===== src/rtl/bsram_copy_engine.sv =====
// rtl/bsram_copy_engine.sv - block RAM word copy engine with registered read-to-write pipeline
// Optional checksum accumulator enabled by defining BSRAM_COPY_CHECKSUM_EN.
module bsram_copy_engine #(
  parameter int CORE       = 0,
  parameter int DATA_WIDTH = 32,
  parameter int ADDR_WIDTH = 8
) (
  input  logic                  clock,
  input  logic                  reset,
  input  logic                  start,
  input  logic [ADDR_WIDTH-1:0] srcBase,
  input  logic [ADDR_WIDTH-1:0] dstBase,
  input  logic [ADDR_WIDTH:0]   length,
  output logic                  busy,
  output logic                  done,
  output logic                  readEnable,
  output logic [ADDR_WIDTH-1:0] readAddress,
  input  logic [DATA_WIDTH-1:0] readData,
  output logic                  writeEnable,
  output logic [ADDR_WIDTH-1:0] writeAddress,
  output logic [DATA_WIDTH-1:0] writeData,
  output logic [DATA_WIDTH-1:0] checksum,
  input  logic                  scan
);

  localparam logic [ADDR_WIDTH:0]   MEM_DEPTH = (ADDR_WIDTH+1)'(1) << ADDR_WIDTH;
  localparam logic [ADDR_WIDTH:0]   COUNT_ONE = (ADDR_WIDTH+1)'(1);
  localparam logic [ADDR_WIDTH-1:0] ADDR_ONE  = ADDR_WIDTH'(1);

  typedef enum logic [2:0] {IDLE, FILL, STREAM, DRAIN, DONE} state_t;

  state_t                  state;
  state_t                  nextState;
  logic [ADDR_WIDTH-1:0]   srcReg;
  logic [ADDR_WIDTH-1:0]   dstReg;
  logic [ADDR_WIDTH:0]     lenReg;
  logic [ADDR_WIDTH:0]     countReg;
  logic [DATA_WIDTH-1:0]   dataReg;
  logic [ADDR_WIDTH-1:0]   countLow;

  assign countLow = countReg[ADDR_WIDTH-1:0];

  // State register
  always_ff @(posedge clock) begin
    if (reset) state <= IDLE;
    else       state <= nextState;
  end

  // Next-state decode; countReg holds the index of the word being read in STREAM
  always_comb begin
    nextState = state;
    case (state)
      IDLE:    if (start) nextState = (length == '0) ? DONE : FILL;
      FILL:    nextState = (lenReg > COUNT_ONE) ? STREAM : DRAIN;
      STREAM:  if ((countReg + COUNT_ONE) == lenReg) nextState = DRAIN;
      DRAIN:   nextState = DONE;
      DONE:    nextState = IDLE;
      default: nextState = IDLE;
    endcase
  end

  // Request latch, word counter and read-data pipeline register
  always_ff @(posedge clock) begin
    if (reset) begin
      srcReg   <= '0;
      dstReg   <= '0;
      lenReg   <= '0;
      countReg <= '0;
      dataReg  <= '0;
    end else begin
      case (state)
        IDLE: if (start) begin
          srcReg   <= srcBase;
          dstReg   <= dstBase;
          lenReg   <= (length > MEM_DEPTH) ? MEM_DEPTH : length;
          countReg <= '0;
        end
        FILL, STREAM: begin
          dataReg  <= readData;
          countReg <= countReg + COUNT_ONE;
        end
        default: ;
      endcase
    end
  end

  // Memory strobes; gated by reset so an aborting edge commits no further write
  always_comb begin
    readEnable   = 1'b0;
    writeEnable  = 1'b0;
    busy         = 1'b0;
    done         = 1'b0;
    readAddress  = srcReg + countLow;
    writeAddress = dstReg + countLow - ADDR_ONE;
    writeData    = dataReg;
    case (state)
      FILL: begin
        busy       = 1'b1;
        readEnable = !reset;
      end
      STREAM: begin
        busy        = 1'b1;
        readEnable  = !reset;
        writeEnable = !reset;
      end
      DRAIN: begin
        busy        = 1'b1;
        writeEnable = !reset;
      end
      DONE:    done = 1'b1;
      default: ;
    endcase
  end

`ifdef BSRAM_COPY_CHECKSUM_EN
  logic [DATA_WIDTH-1:0] checksumReg;

  // XOR of every committed word, cleared when a new copy is accepted
  always_ff @(posedge clock) begin
    if (reset)                        checksumReg <= '0;
    else if (state == IDLE && start)  checksumReg <= '0;
    else if (writeEnable)             checksumReg <= checksumReg ^ dataReg;
  end

  assign checksum = checksumReg;
`else
  assign checksum = '0;
`endif

`ifndef SYNTHESIS
  logic [31:0] cycleCount;

  // Free-running cycle counter and per-cycle trace for simulation
  always_ff @(posedge clock) begin
    if (reset) cycleCount <= '0;
    else       cycleCount <= cycleCount + 32'd1;
    if (scan)
      $display("core %0d cycle %0d state %s rd %b @%h=%h wr %b @%h=%h",
               CORE, cycleCount, state.name(), readEnable, readAddress, readData,
               writeEnable, writeAddress, writeData);
  end
`endif

endmodule


===== config.mk =====
export PLATFORM = sky130hd
export DESIGN_NAME = bsram_copy_engine
export DESIGN_NICKNAME = d
export VERILOG_FILES = /design/src/rtl/bsram_copy_engine.sv
export SDC_FILE = /design/constraint.sdc
export NUM_CORES = 1
export LEC_CHECK = 0
export ABC_AREA = 1
export BUFFER_PORTS_ARGS = -buffer_cell sky130_fd_sc_hd__buf_4
export CAP_MARGIN = 40
export CORE_MARGIN = 2
export CORE_UTILIZATION = 45
export DETAILED_ROUTE_END_ITERATION = 8
export GPL_ROUTABILITY_DRIVEN = 1
export PLACE_DENSITY = 0.78
export SYNTH_ARGS = -nofsm -noshare
export SYNTH_HDL_FRONTEND = slang
export SYNTH_SLANG_ARGS = --single-unit

===== constraint.sdc =====
create_clock -name clock -period 2.7 [get_ports clock]
set_input_delay 0.54 -clock clock [delete_from_list [all_inputs] [get_ports clock]]
set_output_delay 0.54 -clock clock [all_outputs]
set_load 0.1 [all_outputs]

==> out/qor.yml <==
hold_path:
  holdCritPathClass: "in -> reg"
  min_delay_path_depth: 3
timing:
  timing.final.crit_share: 1.05
  setup_viol: 5
  rsz0062_at_grt: "yes"
  fin_ws_ps: -129
  period_minus_slack_ps: 2830
  whs_ps: 413
  drv_slew: 0
  relSlewSlack: 0.589
  worst_pin_slew_ps: 615
  timing.fmax_ghz: 0.354
  finalHoldViolations: 0
  finClkSkew_ps: 6.87
  finalSetupTns_ps: -290
cts:
  clk_path_buf_depth: 2
  htreeDepth: 3
  hold_buffers: 0
  clock_latency_ps: 340
  cts_root_buffer: "clkbuf_8"
  path_clk_slew_ps: 90
  cts_tree: "built"
  clock-sinks: 69
  numCtsBuffers: 9
synth:
  synth.mux.area_fraction: 0
  synth_cells: 522
  synth_top_area_cell: "dfxtp_1"
  synth_largest_type_area_fraction: 0.363
  synth_fa_ha_area_frac: 0.0795
  synth_area_leaders: "dfxtp_1 36%, nor2_1 11%, o21ai_0 7.4%"
  ys_seq_elements: 69
  seq_area_frac_synth: 0.363
  syn-cell-area_sq_mm: 0.00381
  yosysWarnings: 0
  synth-compound-area-share: 0.139
  synth-simple-area-share: 0.239
  synthXorXnorAreaFrac: 0.0368
  synth_top_family_by_area: "simple AND/OR/NAND/NOR gates"
  yosysUniqueCellTypes: 37
  synth.avg_cell_area_sq_um: 7.30
final_layout:
  area_delta_synth_final_pct: 42.0
  fill_cells: 690
  diodes: 0
  nNetsFinal: 732
  drive_above_1_share: 0.363
  most-common-layout-cells: "128 x buf_4, 103 x nor2_1, 62 x dfxtp_1"
  final_common_cell: "buf_4"
drt:
  avgViaCountPerCell: 4.92
  drc: 0
  wirelength_mm: 10.3
  ant_nets: 0
  wl_per_cell_microns: 13.6
  vias: 3731
  drt_iter0_markers: 110
  first_pass_iters: 4
global_route:
  grt.total_usage: 0.217
  grt_max_degree: 42
  grt_first_pass_wirelength_mm: 15.8
  grt_pass1_vias: 3594
  antenna_found_initial: 0
  grt_overflow_total: 0
worst_setup_path:
  rr_worst_depth: 9
  critPathLaunchType: "flip-flop"
  required_ps: 2160
  crit_chain: "inv_2, ha_4, inv_4, ha_4, inv_2, fa_2, o21ai_4, nand2_1, nand2_1, a21oi_2, xor2_2, buf_12"
  cp-end-kind: "primary output"
  path_depth: 12
  path_delay_family: "adder cells"
  slowest_stage: "fa_2"
  worstPathArrival_ps: 2290
  max_stage_delay_ps: 360
  worst-path-buf-inv: 4
  setup.worst_path.class: "reg -> out"
  crit_fanout: 2
place:
  place_congestion: 0.857
  dp_hpwl_mm: 7.00
  numPortBuffers: 111
die:
  die_area_sq_mm: 0.00922
  coreArea_sq_mm: 0.00822
  initial_utilization: 0.464
  chipHeight_microns: 96
  num_io_pins: 145
  die_w_microns: 96
  rows: 33
status:
  violations: "setup timing"
  run_status: "finished with violations"
flow_run:
  cap_violations: 0
## registers in the layout (all words and copies together) (netlist names)
| signal | count |
|---|---|
| countReg | 9 |
| lenReg | 9 |
| srcReg | 8 |
| dstReg | 8 |
| state | 3 |
| writeData | 32 |
## path summary, 6_finish.rpt
path / start / to / slack [ps]
worst min register to register: dstReg[4] / dstReg[4] / 470
worst min-delay path: readData[10] / writeData[10] / 410
worst max register to register: state[0] / lenReg[7] / 860
worst max-delay path: dstReg[1] / writeAddress[7] / -130
## area by class of cell
type	instances	area [sq um]	share of cell area
sequential	69	1400	0.259
clock inverter	7	82.6	0.0153
timing repair buffer	135	1090	0.202
tap	105	131	0.0243
multi-input combinational	377	2360	0.436
clock buffer	9	124	0.0229
inverter	56	219	0.0405
## routing by layer
layer | share of wire | global-route usage
met1 | 0.42 | 0.248
met4 | 0.018 | 0.0571
met5 | 0 | 0
met3 | 0.072 | 0.0673
met2 | 0.49 | 0.389
## through the flow
step	setup slack, ps	utilization	instance area [sq um]	cells
floorplan	-519	-	4120	553
CTS	-220	0.632	5190	751
finish	-129	0.658	5410	758
global route	-227	0.658	5410	758
detailed placement	65.2	0.591	4860	731
global placement	82.8	0.591	4860	731
## cells in the mapped netlist
cell and n:
nand3b_1 3, fa_1 2, nor2_8 1, xor2_1 10, inv_1 50, nand4_1 2, buf_2 8, o21ai_2 1
clkbuf_2 1, nor2_2 4, dfxtp_1 69, nand2_1 54, ha_1 21, clkinv_2 1, nand2_2 6, inv_2 5
a21oi_1 33, nor2_4 3, nor4_1 2, buf_6 1, o21bai_2 1, clkbuf_1 9, nor3_2 1, nor2_1 107
a211oi_1 2, nand3_2 1, conb_1 1, o211ai_1 2, or2_2 1, nand3_1 21, xnor2_1 6, buf_4 32
nor3_1 1, a22oi_1 1, and2_1 1, a211oi_2 2, o21ai_0 56
## worst register-to-register path, cell delays in order (launching register included)
cell     delay (ps)
dfxtp_1         360
nor2_2          150
inv_2            60
nor2_4          110
inv_2            80
nor2_8          220
inv_2           310
nor2_1          280
nand2_1          90
a21oi_1         120
## cells by family after synthesis
kind of cell | Yosys count
AND/OR/NAND/NOR | 208
AO/OA/AOI/OAI | 98
adder cells (fa/ha/maj) | 23
buffers and inverters | 107
flip-flops | 69
XOR/XNOR | 16
other | 1
## what timing repair did
| item | in CTS | in global routing |
|---|---|---|
| resized for setup | 30 | 37 |
| setup endpoints to repair | 7 | 8 |
| setup buffers | 4 | 7 |
| pin swaps | 7 | 21 |
Power is left out: the tool's default activity adds up to more than one toggle a clock period on the data nets, which glitch-free logic cannot reach.
